**src/rtl/mant_mul_iter_if.sv**
```systemverilog
// Operand/result bundle for the iterative mantissa multiplier.
// Handshake: a transfer happens on a rising clk edge where valid and ready are both high; valid never waits on ready.
interface mant_mul_iter_if #(
    parameter int DWIDTH = 11
);
    logic                  in_valid_i;
    logic                  in_ready_o;
    logic [DWIDTH-1:0]     a_i;
    logic [DWIDTH-1:0]     b_i;
    logic                  norm_i;
    logic                  out_valid_o;
    logic                  out_ready_i;
    logic [2*DWIDTH-1:0]   prod_o;
    logic [DWIDTH-1:0]     mant_o;
    logic [1:0]            exp_inc_o;
    logic                  inexact_o;

    modport slave (
        input  in_valid_i, a_i, b_i, norm_i, out_ready_i,
        output in_ready_o, out_valid_o, prod_o, mant_o, exp_inc_o, inexact_o
    );

    modport master (
        output in_valid_i, a_i, b_i, norm_i, out_ready_i,
        input  in_ready_o, out_valid_o, prod_o, mant_o, exp_inc_o, inexact_o
    );
endinterface

```
**src/rtl/mant_mul_iter.sv**
```systemverilog
// Iterative mantissa multiplier: RADIX_BITS multiplier bits per cycle, then an
// optional normalise + round-to-nearest-even step; result held until accepted.
module mant_mul_iter #(
    parameter int DWIDTH     = 11,
    parameter int RADIX_BITS = 1
) (
    input  logic             clk_i,
    input  logic             rst_i,
    mant_mul_iter_if.slave   bus,
    output logic [1:0]       dbg_state
);
    localparam int ITER = (DWIDTH + RADIX_BITS - 1) / RADIX_BITS;
    localparam int BW   = ITER * RADIX_BITS;
    localparam int PW   = 2 * DWIDTH;
    localparam int CW   = (ITER < 2) ? 1 : $clog2(ITER);

    typedef enum logic [1:0] {IDLE, CALC, ROUND, DONE} state_t;

    state_t              state_q, state_d;
    logic [PW-1:0]       a_sh_q;
    logic [BW-1:0]       b_q;
    logic                norm_q;
    logic [PW-1:0]       acc_q;
    logic [CW-1:0]       cnt_q;
    logic [PW-1:0]       prod_q;
    logic [DWIDTH-1:0]   mant_q;
    logic [1:0]          exp_inc_q;
    logic                inexact_q;

    logic [PW-1:0]       pp;
    logic [DWIDTH-1:0]   m_sel;
    logic [DWIDTH-1:0]   mant_n;
    logic [1:0]          exp_n;
    logic                top, guard, sticky, round_up;

    // The product is below 2^PW, so accumulating modulo 2^PW stays exact and
    // multiplicand bits shifted past PW can be dropped.
    assign pp = a_sh_q * PW'(b_q[RADIX_BITS-1:0]);

    always_ff @(posedge clk_i) begin
        if (rst_i) state_q <= IDLE;
        else       state_q <= state_d;
    end

    always_comb begin
        state_d = state_q;
        case (state_q)
            IDLE:    if (bus.in_valid_i) state_d = CALC;
            CALC:    if (cnt_q == CW'(ITER - 1)) state_d = ROUND;
            ROUND:   state_d = DONE;
            DONE:    if (bus.out_ready_i) state_d = IDLE;
            default: state_d = IDLE;
        endcase
    end

    always_comb begin
        top    = acc_q[PW-1];
        m_sel  = acc_q[PW-2:DWIDTH-1];
        guard  = acc_q[DWIDTH-2];
        sticky = |acc_q[DWIDTH-3:0];
        if (top) begin
            m_sel  = acc_q[PW-1:DWIDTH];
            guard  = acc_q[DWIDTH-1];
            sticky = |acc_q[DWIDTH-2:0];
        end
        round_up = guard & (sticky | m_sel[0]);
        mant_n   = m_sel + {{(DWIDTH-1){1'b0}}, round_up};
        exp_n    = {1'b0, top};
        // Rounding an all-ones mantissa carries out into the next binade.
        if (round_up && (&m_sel)) begin
            mant_n = {1'b1, {(DWIDTH-1){1'b0}}};
            exp_n  = {1'b0, top} + 2'd1;
        end
    end

    always_ff @(posedge clk_i) begin
        if (rst_i) begin
            a_sh_q    <= '0;
            b_q       <= '0;
            norm_q    <= 1'b0;
            acc_q     <= '0;
            cnt_q     <= '0;
            prod_q    <= '0;
            mant_q    <= '0;
            exp_inc_q <= '0;
            inexact_q <= 1'b0;
        end else begin
            case (state_q)
                IDLE: begin
                    if (bus.in_valid_i) begin
                        a_sh_q <= PW'(bus.a_i);
                        b_q    <= BW'(bus.b_i);
                        norm_q <= bus.norm_i;
                        acc_q  <= '0;
                        cnt_q  <= '0;
                    end
                end
                CALC: begin
                    acc_q  <= acc_q + pp;
                    a_sh_q <= a_sh_q << RADIX_BITS;
                    b_q    <= b_q >> RADIX_BITS;
                    cnt_q  <= cnt_q + CW'(1);
                end
                ROUND: begin
                    prod_q    <= acc_q;
                    mant_q    <= norm_q ? mant_n : acc_q[PW-1:DWIDTH];
                    exp_inc_q <= norm_q ? exp_n : 2'd0;
                    inexact_q <= norm_q & (guard | sticky);
                end
                default: ;
            endcase
        end
    end

    assign bus.in_ready_o  = (state_q == IDLE);
    assign bus.out_valid_o = (state_q == DONE);
    assign bus.prod_o      = prod_q;
    assign bus.mant_o      = mant_q;
    assign bus.exp_inc_o   = exp_inc_q;
    assign bus.inexact_o   = inexact_q;
    assign dbg_state       = state_q;
endmodule

```
**src/flat_wrapper.sv**
```systemverilog
// flat-port wrapper written by rule: the top's interface ports become plain ports
module mant_mul_iter_flat 
#(
    parameter int DWIDTH     = 11,
    parameter int RADIX_BITS = 1
)
  (clk_i, rst_i, dbg_state, bus_in_valid_i, bus_a_i, bus_b_i, bus_norm_i, bus_out_ready_i, bus_in_ready_o, bus_out_valid_o, bus_prod_o, bus_mant_o, bus_exp_inc_o, bus_inexact_o);
  mant_mul_iter_if #(.DWIDTH(DWIDTH)) bus_i ();
  input  logic clk_i;
  input  logic rst_i;
  output logic [1:0] dbg_state;
  input wire logic [$bits(bus_i.in_valid_i)-1:0] bus_in_valid_i;
  input wire logic [$bits(bus_i.a_i)-1:0] bus_a_i;
  input wire logic [$bits(bus_i.b_i)-1:0] bus_b_i;
  input wire logic [$bits(bus_i.norm_i)-1:0] bus_norm_i;
  input wire logic [$bits(bus_i.out_ready_i)-1:0] bus_out_ready_i;
  output wire logic [$bits(bus_i.in_ready_o)-1:0] bus_in_ready_o;
  output wire logic [$bits(bus_i.out_valid_o)-1:0] bus_out_valid_o;
  output wire logic [$bits(bus_i.prod_o)-1:0] bus_prod_o;
  output wire logic [$bits(bus_i.mant_o)-1:0] bus_mant_o;
  output wire logic [$bits(bus_i.exp_inc_o)-1:0] bus_exp_inc_o;
  output wire logic [$bits(bus_i.inexact_o)-1:0] bus_inexact_o;
  assign bus_i.in_valid_i = bus_in_valid_i;
  assign bus_i.a_i = bus_a_i;
  assign bus_i.b_i = bus_b_i;
  assign bus_i.norm_i = bus_norm_i;
  assign bus_i.out_ready_i = bus_out_ready_i;
  assign bus_in_ready_o = bus_i.in_ready_o;
  assign bus_out_valid_o = bus_i.out_valid_o;
  assign bus_prod_o = bus_i.prod_o;
  assign bus_mant_o = bus_i.mant_o;
  assign bus_exp_inc_o = bus_i.exp_inc_o;
  assign bus_inexact_o = bus_i.inexact_o;
  mant_mul_iter #(.DWIDTH(DWIDTH), .RADIX_BITS(RADIX_BITS)) u_core (.clk_i(clk_i), .rst_i(rst_i), .bus(bus_i), .dbg_state(dbg_state));
endmodule
```
**config.mk**
```make
export PLATFORM = sky130hd
export DESIGN_NAME = mant_mul_iter_flat
export DESIGN_NICKNAME = d
export VERILOG_FILES = /design/src/rtl/mant_mul_iter_if.sv /design/src/rtl/mant_mul_iter.sv /design/src/flat_wrapper.sv
export SDC_FILE = /design/constraint.sdc
export NUM_CORES = 1
export LEC_CHECK = 0
export ABC_CLOCK_PERIOD_IN_PS = 3600
export CORE_AREA = 2 2 119 145
export CTS_BUF_LIST = sky130_fd_sc_hd__clkbuf_16
export CTS_CLUSTER_DIAMETER = 30
export DETAILED_ROUTE_END_ITERATION = 12
export DIE_AREA = 0 0 121 147
export GPL_TIMING_DRIVEN = 1
export SYNTH_ARGS = -nofsm -noshare
export SYNTH_HDL_FRONTEND = slang
export SYNTH_SLANG_ARGS = --single-unit
```
**constraint.sdc**
```tcl
create_clock -name clk_i -period 3.6 [get_ports clk_i]
set_input_delay 0.36 -clock clk_i [delete_from_list [all_inputs] [get_ports clk_i]]
set_output_delay 0.36 -clock clk_i [all_outputs]
set_load 0.05 [all_outputs]
```
==> out/metrics.yaml <==
synthesis:
  synth_edf_count: 0
  synth_flop_cell: "dfxtp_1"
  synth-simple-area-share: 0.182
  avgSynthCellArea_um2: 8.62
  ys_warn_count: 0
  synth_xor_xnor_area_share: 0.0357
  synth_top_area_frac: 0.348
  synth_most_common_cell: "dfxtp_1"
  syn_inst: 654
  synth_compound_area_frac: 0.218
  synth_mux_area_frac: 0.0888
  synth_top_family_by_area: "compound AO/OA/AOI/OAI gates"
  synth.yosys.seq_area_share: 0.348
  syn_area_um2: 5640
  netlist_top_cells_count: "98 x dfxtp_1, 93 x nor2_1, 50 x mux2i_1"
  synth.area.top_cells: "dfxtp_1 35%, mux2i_1 8.9%, ha_1 6.4%"
  synth-async-reset-ratio: 0
  ys_types: 69
  syn-num-nets: 711
  yosysTopAreaCell: "dfxtp_1"
  ys_seq_elements: 98
  synth_fa_ha_area_frac: 0.0679
timing:
  slew_violations: 0
  setup_tns_ns: 0
  rsz0062_at_grt: "false"
  setup_violations: 0
  finClkSkew_ns: 0.00599
  fin_crit_ns: 2.87
  worst_pin_slew_ns: 1.17
  max_slew_margin: 0.217
  fin_crit_sh: 0.797
  max_freq_ghz: 0.348
  hold_viol_final: 0
clock_network:
  cts_buffer_depth: 2
  postCtsHoldBufs: 0
  post_cts_buffers: 0
  htreeDepth: 3
  cts_tree: "yes"
  cts_buffers: 9
  insertion_delay_ns: 0.35
  cts_root_buffer: "clkbuf_16"
  clkSinkCount: 98
  cts_resized: 0
  clk_pin_slew_ns: 0.07
floorplanning:
  io_pins: 67
  rows: 52
  core-area_um2: 16500
  die-area_um2: 17800
  die_w_um: 121
  die_y_um: 147
  start_util: 0.342
critical_path:
  crit-reg2reg-launch: "u_core.b_q[0]"
  critPathLaunchType: "flip-flop"
  path_max_fanout: 23
  rr_endpoint: "u_core.acc_q[18]"
  max_stage_delay_ns: 0.68
  arrival_ns: 3.11
  r2r_slack_ns: 0.73
  slowest_stage: "dfxtp_1"
  worstSetupPathType: "flip-flop to flip-flop"
  worstSetupEndpointType: "flip-flop"
  crit_chain: "and2_1 > ha_1 > inv_1 > fa_1 > nor2b_1 > o2111ai_1 > nand2_1 > a41o_1 > a41oi_1 > xnor2_1 > a22o_1"
  required_ns: 3.84
  reg2regPathDepth: 11
route:
  wirelength_um: 13700
  ant_nets: 0
  drt_first_pass_iters: 4
  drt_iter0_markers: 255
  wire_per_inst_um: 15.0
  via_count: 4788
  drc_errors: 0
  vias_per_cell: 5.25
power_and_ir_drop:
  internal-power_mw: 2.40
  peakVddDrop_uv: 354
  p_clk_frac: 0.261
  switching_share: 0.383
  power.share.sequential: 0.364
  p_per_area_nw_per_um2: 580
  p_leak_nw: 2.50
  combPwrFrac: 0.375
  power_switching_mw: 1.49
cells_and_area:
  fill_cells: 1646
  num_antenna_cells: 0
  area_delta_synth_final_pct: 18.8
  nNetsFinal: 750
  layout-drive-gt1-share: 0.0661
  instances_no_fill: 912
place:
  place_hpwl_um: 10000
  finalWeightedCongestion: 0.856
  io_buffers: 66
  dp.cells: 898
outcome:
  status: "finished clean"
worst_hold_path:
  hp-start: "u_core.bus.mant_o[5]"
  hold_path_class: "flip-flop to flip-flop"
  holdPathEnd: "u_core.bus.mant_o[5]"
  hold_depth: 2
grt:
  grt_overflow: 0
  grt_max_degree: 55
  grt_pass1_wl_um: 23000
  antenna_found_initial: 0
  track_usage: 0.159
  grt_pass1_vias: 4658
run:
  drv_cap: 0
==> worst max-delay path: cells and delay by family, from the launching register on <==
kind	cells	cell delay, ns
AOI/OAI and AO/OA	4	0.75
xor gates and xnor gates	1	0.15
adders and majority gates	2	0.55
buffers and inverters	1	0.05
DFF	1	0.68
and+or+nand+nor	3	0.56
==> layer usage <==
metal,share of wire,track usage,vias up
met2,0.49,0.274,115
met1,0.44,0.194,2223
met3,0.044,0.0268,24
met5,0,0,-
met4,0.026,0.0698,0
li1,-,-,2426
==> flip-flops by register name (all words and copies together) (netlist names) <==
| name | flops |
|---|---|
| u_core.a_sh_q | 22 |
| u_core.acc_q | 22 |
| u_core.bus.prod_o | 22 |
| u_core.b_q | 11 |
| u_core.bus.mant_o | 11 |
| u_core.cnt_q | 4 |
| u_core.bus.exp_inc_o | 2 |
| u_core.dbg_state | 2 |
| u_core.bus.inexact_o | 1 |
| u_core.norm_q | 1 |
==> worst max path at each step <==
stage,startpoint,endpoint,cells past startpoint,slack (ns)
3_5_place_dp,u_core.b_q[0],u_core.acc_q[18],11,0.73
3_3_place_gp,u_core.b_q[0],u_core.acc_q[18],11,0.81
4_1_cts,u_core.b_q[0],u_core.acc_q[18],11,0.71
6_report,u_core.b_q[0],u_core.acc_q[18],11,0.73
5_1_grt,u_core.b_q[0],u_core.acc_q[18],11,0.50
2_1_floorplan,u_core.acc_q[21],u_core.bus.mant_o[10],14,1.08
==> final cells by class <==
type                            instances  area [um^2]  share of cell area
Tap cell                              216          270              0.0404
Sequential cell                        98         1960               0.293
Clock buffer                            9          225              0.0336
Timing Repair Buffer                   77          738               0.110
Inverter                               21         78.8              0.0118
Multi-Input combinational cell        486         3340               0.499
Clock inverter                          5         81.3              0.0121
==> per-stage QoR <==
stage	power (mW)	worst slack (ns)	utilization	hold WS, ns	area [um^2]
after floorplan	2.54	1.08	-	0.477	5640
after CTS	3.94	0.706	0.407	0.470	6700
after detailed placement	2.91	0.734	0.388	0.459	6390
after global placement	2.87	0.808	0.388	0.458	6390
final	3.89	0.729	0.407	0.470	6700
after global routing	4.14	0.496	0.407	0.500	6700
==> placed cells by master, fill, tap and decap left out, types with 12 or more instances in the layout <==
master / n
dfxtp_1: 98
nor2_1: 93
clkdlybuf4s50_1: 65
mux2i_1: 50
a21oi_1: 33
nand2_1: 31
ha_1: 28
and2_1: 26
a211oi_1: 26
a22oi_1: 23
inv_1: 21
o21ai_0: 21
nand3_1: 20
xnor2_1: 17
a22o_1: 12
==> cell families after synthesis <==
kind of cell    after synthesis
mux                          50
flops                        98
buf+inv                      70
compound gates              171
fa+ha+maj                    30
xor+xnor                     23
simple gates                212
==> power by group through the flow <==
stage | Sequential (mW) | Combinational [mW] | Clock (mW)
2_1_floorplan | 1.52 | 1.02 | 0
3_3_place_gp | 1.44 | 1.43 | 0
3_5_place_dp | 1.44 | 1.47 | 0
4_1_cts | 1.42 | 1.48 | 1.05
5_1_grt | 1.45 | 1.61 | 1.09
6_report | 1.41 | 1.46 | 1.01
Note: power is estimated with default switching activity, not from simulation.
